[src/rtl/clk_div_pkg.sv]
// clk_div_pkg: shared types and defaults for the multi-channel clock divider
package clk_div_pkg;

    typedef enum logic {DIV_SQUARE = 1'b0, DIV_PULSE = 1'b1} div_mode_e;

    localparam int DEF_CNT_W = 16;

endpackage

[src/rtl/clk_div_channel.sv]
// clk_div_channel: one programmable divider with shadowed ratio/mode, live enable and tick strobe
module clk_div_channel
    import clk_div_pkg::*;
#(
    parameter int CNT_W = DEF_CNT_W
) (
    input  logic             clk,
    input  logic             reset,
    input  logic             load,
    input  logic [CNT_W-1:0] div,
    input  logic             mode,
    input  logic             en,
    output logic             clkout,
    output logic             tick,
    output logic             active
);

    localparam logic [CNT_W-1:0] ONE = 1;

    logic [CNT_W-1:0] div_q;
    logic [CNT_W-1:0] cnt;
    logic [CNT_W-1:0] cnt_nxt;
    logic [CNT_W-1:0] last;
    logic [CNT_W-1:0] half;
    logic             wave_nxt;
    logic             valid;
    div_mode_e        mode_q;

    assign valid  = div_q > ONE;
    assign active = valid;
    assign last   = div_q - ONE;

    // next count and the waveform it produces; half = ceil(N/2) without overflowing at N = 2^CNT_W-1
    always_comb begin
        half     = {1'b0, div_q[CNT_W-1:1]} + {{(CNT_W-1){1'b0}}, div_q[0]};
        cnt_nxt  = (cnt == last) ? '0 : cnt + ONE;
        wave_nxt = (mode_q == DIV_PULSE) ? (cnt_nxt == '0) : (cnt_nxt < half);
    end

    // reset > load > idle-on-invalid > count-while-enabled; disabled cycles freeze cnt and clkout
    always_ff @(posedge clk) begin
        if (!reset) begin
            div_q  <= '0;
            mode_q <= DIV_SQUARE;
            cnt    <= '0;
            clkout <= 1'b0;
            tick   <= 1'b0;
        end else if (load) begin
            div_q  <= div;
            mode_q <= div_mode_e'(mode);
            cnt    <= '0;
            clkout <= div > ONE;
            tick   <= 1'b0;
        end else if (!valid) begin
            cnt    <= '0;
            clkout <= 1'b0;
            tick   <= 1'b0;
        end else if (en) begin
            cnt    <= cnt_nxt;
            clkout <= wave_nxt;
            tick   <= cnt_nxt == last;
        end else begin
            tick   <= 1'b0;
        end
    end

endmodule

[src/rtl/clk_div_multi.sv]
// clk_div_multi: NUM_CH independent programmable clock-enable dividers sharing one load strobe
module clk_div_multi
    import clk_div_pkg::*;
#(
    parameter int NUM_CH = 4,
    parameter int CNT_W  = DEF_CNT_W
) (
    input  logic                    clk,
    input  logic                    reset,
    input  logic                    load,
    input  logic [NUM_CH*CNT_W-1:0] div,
    input  logic [NUM_CH-1:0]       mode,
    input  logic [NUM_CH-1:0]       en,
    output logic [NUM_CH-1:0]       clkout,
    output logic [NUM_CH-1:0]       tick,
    output logic [NUM_CH-1:0]       active
);

    for (genvar i = 0; i < NUM_CH; i++) begin : g_ch
        clk_div_channel #(.CNT_W(CNT_W)) u_ch (
            .clk    (clk),
            .reset  (reset),
            .load   (load),
            .div    (div[i*CNT_W +: CNT_W]),
            .mode   (mode[i]),
            .en     (en[i]),
            .clkout (clkout[i]),
            .tick   (tick[i]),
            .active (active[i])
        );
    end

endmodule

[config.mk]
export PLATFORM = sky130hd
export DESIGN_NAME = clk_div_multi
export DESIGN_NICKNAME = d
export VERILOG_FILES = /design/src/rtl/clk_div_pkg.sv /design/src/rtl/clk_div_channel.sv /design/src/rtl/clk_div_multi.sv
export SDC_FILE = /design/constraint.sdc
export NUM_CORES = 1
export LEC_CHECK = 0
export CORE_UTILIZATION = 52
export CTS_BUF_LIST = sky130_fd_sc_hd__clkbuf_8
export DETAILED_ROUTE_END_ITERATION = 7
export PLACE_DENSITY = 0.71
export SLEW_MARGIN = 15
export SYNTH_ARGS = -nofsm -noshare
export SYNTH_HDL_FRONTEND = slang
export SYNTH_SLANG_ARGS = --single-unit
[constraint.sdc]
create_clock -name clk -period 5.6 [get_ports clk]
set_input_delay 1.12 -clock clk [delete_from_list [all_inputs] [get_ports clk]]
set_output_delay 1.12 -clock clk [all_outputs]
set_load 0.02 [all_outputs]
Word level (Yosys, flattened, before mapping)
Cells that the tools add are included.
{"block": "totals", "reg_bits": 140, "wordCells": 97, "output_inout_bits": 12, "in_bits": 75}
{"block": "op_classes", "n_eq_ne": 12, "muxes": 20, "addsub": 12, "n_lt_le_gt_ge": 12, "reduce_logical": 12, "bitwise": 9}
{"operator": "equality test 16 bit", "count": 8}
{"operator": "> comparator 16 x 1 -> 1 bit (second input constant)", "count": 8}
{"operator": "adder 15 x 1 -> 16 bit", "count": 4}
{"operator": "adder 16 x 1 -> 16 bit (second input constant)", "count": 4}
{"operator": "logical NOT 16 bit", "count": 4}
{"operator": "< comparator 16 bit", "count": 4}
{"operator": "2-to-1 mux 16 bit", "count": 4}
{"operator": "subtractor 16 x 1 -> 16 bit (second input constant)", "count": 4}
{"operator": "2-to-1 mux 1 bit", "count": 16}
{"operator": "OR reduction 4 bit", "count": 4}
{"operator": "!= test 3 bit (second input constant)", "count": 4}
{"operator": "OR reduction 3 bit", "count": 4}
{"operator": "NOT 1 bit", "count": 9}

Depth between registers and ports, before layout
{"block": "depth", "depth_word": 8, "mapped_depth": 23, "depth_no_buf": 21}

By module
From an unflattened synthesis, not the netlist that was laid out.
{"block": "hier_totals", "hier_cells": 1816, "area_unflattened_um2": 14362.5}
{"mod": "clk_div_channel at g_ch[0].u_ch ...", "seq_area_each_um2": 700.7, "cells_each": 453, "n_inst": 3, "area_per_inst_um2": 3573.4}
{"mod": "clk_div_channel at g_ch[1].u_ch", "seq_area_each_um2": 700.7, "cells_each": 457, "n_inst": 1, "area_per_inst_um2": 3642.2}

Least setup slack after synthesis
No wires, ideal clock.
{"block": "synth_path", "path_type": "register -> register", "from": "register g_ch[1].u_ch.div_q[0]", "to": "register g_ch[1].u_ch.clkout", "path_stages_with_launch": 24, "required_time_ns": 5.525, "arrival_ns": 4.629, "path_buffers": 2, "slack_ns": 0.896, "setup_time_ns": 0.075, "period_less_slack_ns": 4.704, "path_cell_list": "dfxtp_1 -> clkbuf_1 -> inv_1 -> ha_1 -> nor4b_1 -> nand2_1 -> xnor2_1 -> a211oi_1 -> o221a_2 -> nand3_1 -> nor2_1 -> clkbuf_1 -> nor2b_1 -> ha_1 -> a21oi_1 -> nor2b_1 -> o21ai_0 -> nand2b_1 -> nor4b_1 -> nor2_1 -> nor4_1 -> o41ai_1 -> a31o_2 -> o21ai_0"}
{"block": "synth_via", "elab_chain_len": 8, "word_cells_on_any_way": 12, "cone_classes": "2 x add/sub; 2 x order compare; 2 x eq/ne; 5 x mux; 1 x reduce/logical"}
{"element": "from (decl)", "line_no": "clk_div_channel.sv:20", "rtl": "logic [CNT_W-1:0] div_q;"}
{"element": "from (signal assigned)", "line_no": "clk_div_channel.sv:49", "rtl": "div_q <= div;"}
{"element": "subtractor 16 x 1 -> 16 bit (*)", "line_no": "clk_div_channel.sv:31", "rtl": "assign last = div_q - ONE;"}
{"element": "equality test 16 bit (*)", "line_no": "clk_div_channel.sv:36", "rtl": "cnt_nxt = (cnt == last) ? '0 : cnt + ONE;"}
{"element": "2-to-1 mux 16 bit (*)", "line_no": "clk_div_channel.sv:36"}
{"element": "via g_ch[1].u_ch.cnt_nxt[5]", "line_no": "clk_div_channel.sv:22", "rtl": "logic [CNT_W-1:0] cnt_nxt;"}
{"element": "< comparator 16 bit / logical NOT 16 bit (equally long branches)", "line_no": "clk_div_channel.sv:37", "rtl": "wave_nxt = (mode_q == DIV_PULSE) ? (cnt_nxt == '0) : (cnt_nxt < half);"}
{"element": "2-to-1 mux 1 bit (*)", "line_no": "clk_div_channel.sv:37"}
{"element": "2-to-1 mux 1 bit (*)", "line_no": "clk_div_channel.sv:58", "rtl": "end else if (en) begin"}
{"element": "2-to-1 mux 1 bit (*)", "line_no": "clk_div_channel.sv:54", "rtl": "end else if (!valid) begin"}
{"element": "2-to-1 mux 1 bit (*)", "line_no": "clk_div_channel.sv:48", "rtl": "end else if (load) begin"}
{"element": "to (signal assigned)", "line_no": "clk_div_channel.sv:52", "rtl": "clkout <= div > ONE;"}
{"element": "to (signal assigned)", "line_no": "clk_div_channel.sv:60", "rtl": "clkout <= wave_nxt;"}
{"element": "to (decl)", "line_no": "clk_div_channel.sv:13", "rtl": "output logic clkout,"}
Mark *: on every way through the listed nets, which the timed path passes. The rest lies on a longest branch. The select of a mux whose other input is x is not followed.
A chain may end at the register's enable or synchronous reset.

Worst setup path after layout
{"block": "layout_path", "from": "register g_ch[3].u_ch.div_q[4]", "to": "register g_ch[3].u_ch.clkout"}
{"block": "layout_via", "elab_chain_len": 8, "word_cells_on_any_way": 12, "cone_classes": "2 x add/sub; 2 x order compare; 2 x eq/ne; 5 x mux; 1 x reduce/logical"}
{"element": "from (decl)", "line_no": "clk_div_channel.sv:20"}
{"element": "from (signal assigned)", "line_no": "clk_div_channel.sv:49"}
{"element": "subtractor 16 x 1 -> 16 bit (*)", "line_no": "clk_div_channel.sv:31"}
{"element": "equality test 16 bit (*)", "line_no": "clk_div_channel.sv:36"}
{"element": "2-to-1 mux 16 bit (*)", "line_no": "clk_div_channel.sv:36"}
{"element": "via g_ch[3].u_ch.cnt_nxt[10]", "line_no": "clk_div_channel.sv:22"}
{"element": "< comparator 16 bit / logical NOT 16 bit (equally long branches)", "line_no": "clk_div_channel.sv:37"}
{"element": "2-to-1 mux 1 bit (*)", "line_no": "clk_div_channel.sv:37"}
{"element": "2-to-1 mux 1 bit (*)", "line_no": "clk_div_channel.sv:58"}
{"element": "2-to-1 mux 1 bit (*)", "line_no": "clk_div_channel.sv:54"}
{"element": "2-to-1 mux 1 bit (*)", "line_no": "clk_div_channel.sv:48"}
{"element": "to (signal assigned)", "line_no": "clk_div_channel.sv:52"}
{"element": "to (signal assigned)", "line_no": "clk_div_channel.sv:60"}
{"element": "to (decl)", "line_no": "clk_div_channel.sv:13"}
Marks and branches as above.

==> impl_metrics.yaml <==
outcome:
  status: "complete, no violations"
setup_path:
  r2r_end: "g_ch[3].u_ch.clkout"
  ff2ff_setup_slack_ns: 0.29
  regToRegStartpoint: "g_ch[3].u_ch.div_q[4]"
  crit_type: "flip-flop to flip-flop"
  worstPathArrival_ns: 5.73
  endpoint_kind: "flip-flop"
  crit_fanout: 15
  critPathLaunchType: "flip-flop"
  required_ns: 6.02
  r2r_cells: 15
detailed_routing:
  route.antenna.remaining_nets: 0
  dr.pass1.iters: 7
  drtIter0Drc: 1202
  drc: 0
  vias: 13202
  avgRoutedWirePerCell_um: 18.63
  via_per_inst: 6.123
  wirelength_mm: 40.17
clock_network:
  cts-buffers-inserted: 17
  htree_levels: 4
  clk_pin_slew_ns: 0.09
  cts_root_buf: "clkbuf_8"
  cts_hold_buf: 0
  clock-sinks: 140
  cts_tree: "built"
  cts_resized: 0
  worstSkewPairLatency_ns: 0.48
  clock_path_buffers: 2
  postCtsSetupRepairBufs: 0
timing:
  worst_pin_slew_ns: 0.8830
  finalHoldViolCount: 0
  fmax_mhz: 188.3
  final.setup.worst_slack_ns: 0.2906
  maxSlewViolCount: 0
  fin_tns_setup_ns: 0
  slew_headroom_pct: 39.61
  hold_ws_ns: 0.5418
  finalCritPeriodShare_pct: 94.81
  period_minus_slack_ns: 5.309
  rsz0062_at_grt: "no"
  setup_viol: 0
  skew_ns: 0.02466
logic_synthesis:
  synth_warnings: 0
  synth_flop_cell: "dfxtp_1"
  synth_edf_count: 0
  ys_top_cells_by_area: "dfxtp_1 (20%), mux2i_1 (9.9%), xnor2_1 (8.4%), ha_1 (7.1%), xor2_1 (6.0%)"
  ys_ff_latch: 140
  synth_top_area_share_pct: 19.79
  netlist_instances: 1826
  syn-num-nets: 1981
  synth_top_area_cell: "dfxtp_1"
  synth.distinct_cells: 80
  syn_area_per_cell_um2: 7.754
  syn_area_um2: 14160
  synth_top_cells_by_count: "nor2_1 (192), dfxtp_1 (140), mux2i_1 (140)"
  ys_async_sr_fraction_pct: 0
  ys_seq_area_share_pct: 19.79
  synth_most_common_cell: "nor2_1"
layout:
  drive_above_1_share_pct: 4.848
  multi_input_area_um2: 10600
  fin_nets: 1957
  fillers: 2524
  seq_area_um2: 2803
  area_growth_pct: 8.696
  stdcell_count: 2156
  num_antenna_cells: 0
die:
  dieHeight_um: 167.0
  pin_count: 87
  floorplan.rows: 60
  die_x_um: 167.0
  start_util_pct: 52.83
  fp.coreArea_um2: 26800
  die-area_um2: 27890
global_routing:
  grt_pass1_vias: 12062
  grt_pass1_wl_mm: 63.99
  grt_start_max_net_pins: 74
  overflow: 0
  grt_usage_pct: 28.44
  grt_antenna_before_repair: 0
flow_run:
  max_cap_violations: 0
pwr:
  p_per_area_nw_per_um2: 181.4
  vdd_drop_max_uv: 164.8
  leakage_uw: 0.006007
placement:
  dp_hpwl_mm: 30.92
  post-place-ws_ns: 0.4353
  place_congestion: 0.9461
  io_buffer_count: 86
  dp_cells: 2124
worst_hold_path:
  hp-start: "g_ch[2].u_ch.cnt[14]"
  min_to: "g_ch[2].u_ch.cnt[14]"
  min_path_cells: 2
  hp-class: "flip-flop to flip-flop"
-- layer usage --
layer	part of all wire [%]	GRT usage (%)
met1	46	38.66
met2	46	46.83
met3	6.0	4.016
met4	2.0	7.568
met5	0	0
-- how the worst max path moves through the flow --
stage	from	endpoint	slack, ns
5_1_grt	g_ch[3].u_ch.div_q[4]	g_ch[3].u_ch.clkout	0.1
3_3_place_gp	g_ch[1].u_ch.div_q[0]	g_ch[1].u_ch.clkout	0.59
6_report	g_ch[3].u_ch.div_q[4]	g_ch[3].u_ch.clkout	0.29
4_1_cts	g_ch[1].u_ch.div_q[0]	g_ch[1].u_ch.clkout	0.40
2_1_floorplan	g_ch[1].u_ch.div_q[0]	g_ch[1].u_ch.clkout	0.90
3_5_place_dp	g_ch[1].u_ch.div_q[0]	g_ch[1].u_ch.clkout	0.44
-- sequential cells by signal, indices dropped and copies added (netlist names) --
| signal | flops |
|---|---|
| g_ch.u_ch.div_q | 64 |
| g_ch.u_ch.cnt | 64 |
| g_ch.u_ch.mode_q | 4 |
| g_ch.u_ch.clkout | 4 |
| g_ch.u_ch.tick | 4 |
-- through the flow --
stage	area (µm²)	power, µW	util (%)
floorplan	14160	1703	-
global placement	14980	1917	55.91
detailed placement	14980	1929	55.91
CTS	15380	2804	57.40
global route	15390	2925	57.42
finish	15390	2792	57.42
-- placed cells by master (no fill, tap or decap), types with 6 or more instances in the layout --
master,n
inv_1,36
a31oi_1,14
nor2b_1,110
nor2_1,192
nand2b_1,25
dfxtp_1,140
ha_1,80
and3_1,24
nor4b_1,8
nand2_1,107
and2_1,19
a211oi_1,12
a21oi_1,43
o22ai_1,12
and4_1,12
or2_2,9
o31ai_1,7
xor2_1,97
nor3b_1,8
nor4_1,38
or4_1,11
or3_1,13
nand4_1,46
xnor3_1,11
o2111ai_1,8
a21o_1,11
buf_4,24
clkbuf_8,19
mux2i_1,140
o21ai_0,43
nand3b_1,7
nand3_1,91
xnor2_1,135
a22oi_1,8
clkdlybuf4s50_1,84
nor3_1,54
o211ai_1,17
a2111oi_0,6
-- report_power, final --
part	switching, µW	internal, µW	leakage, µW	total (µW)
sequential	87.7	1030	0.00114	1120
combinational	436	370	0.00467	807
clock	448	421	0.000196	869
-- kinds of logic after synthesis --
family / count (synthesis) / synth area share (%)
adder cells (fa/ha/maj): 80 / 7.070
buffers and inverters: 187 / 5.364
XOR/XNOR: 245 / 16.38
AO/OA/AOI/OAI: 234 / 11.33
multiplexers: 143 / 10.14
AND/OR/NAND/NOR: 797 / 29.92
flip-flops: 140 / 19.79
-- final cells by class --
class                      instances  share of cell area, %
clock inverter                    13                 0.9024
clock buffer                      19                  1.699
multi-input combinational       1499                  68.89
inverter                          35                 0.8537
timing repair buffer             109                  6.667
sequential                       140                  18.21
tap                              341                  2.772
-- worst max-delay path, stage by stage, from the launching register on --
cell,delay [ns]
dfxtp_1,0.49
nor4_1,0.67
and4b_1,0.42
xnor2_1,0.14
o21ai_0,0.09
a2111oi_0,0.77
nand4_1,0.47
and2_1,0.34
ha_1,0.32
nor2b_1,0.13
o21ai_0,0.14
a21oi_1,0.08
nor3_1,0.27
o211ai_1,0.25
a2111oi_0,0.49
o31a_1,0.18
No activity file was read; power rests on OpenSTA's default activity.
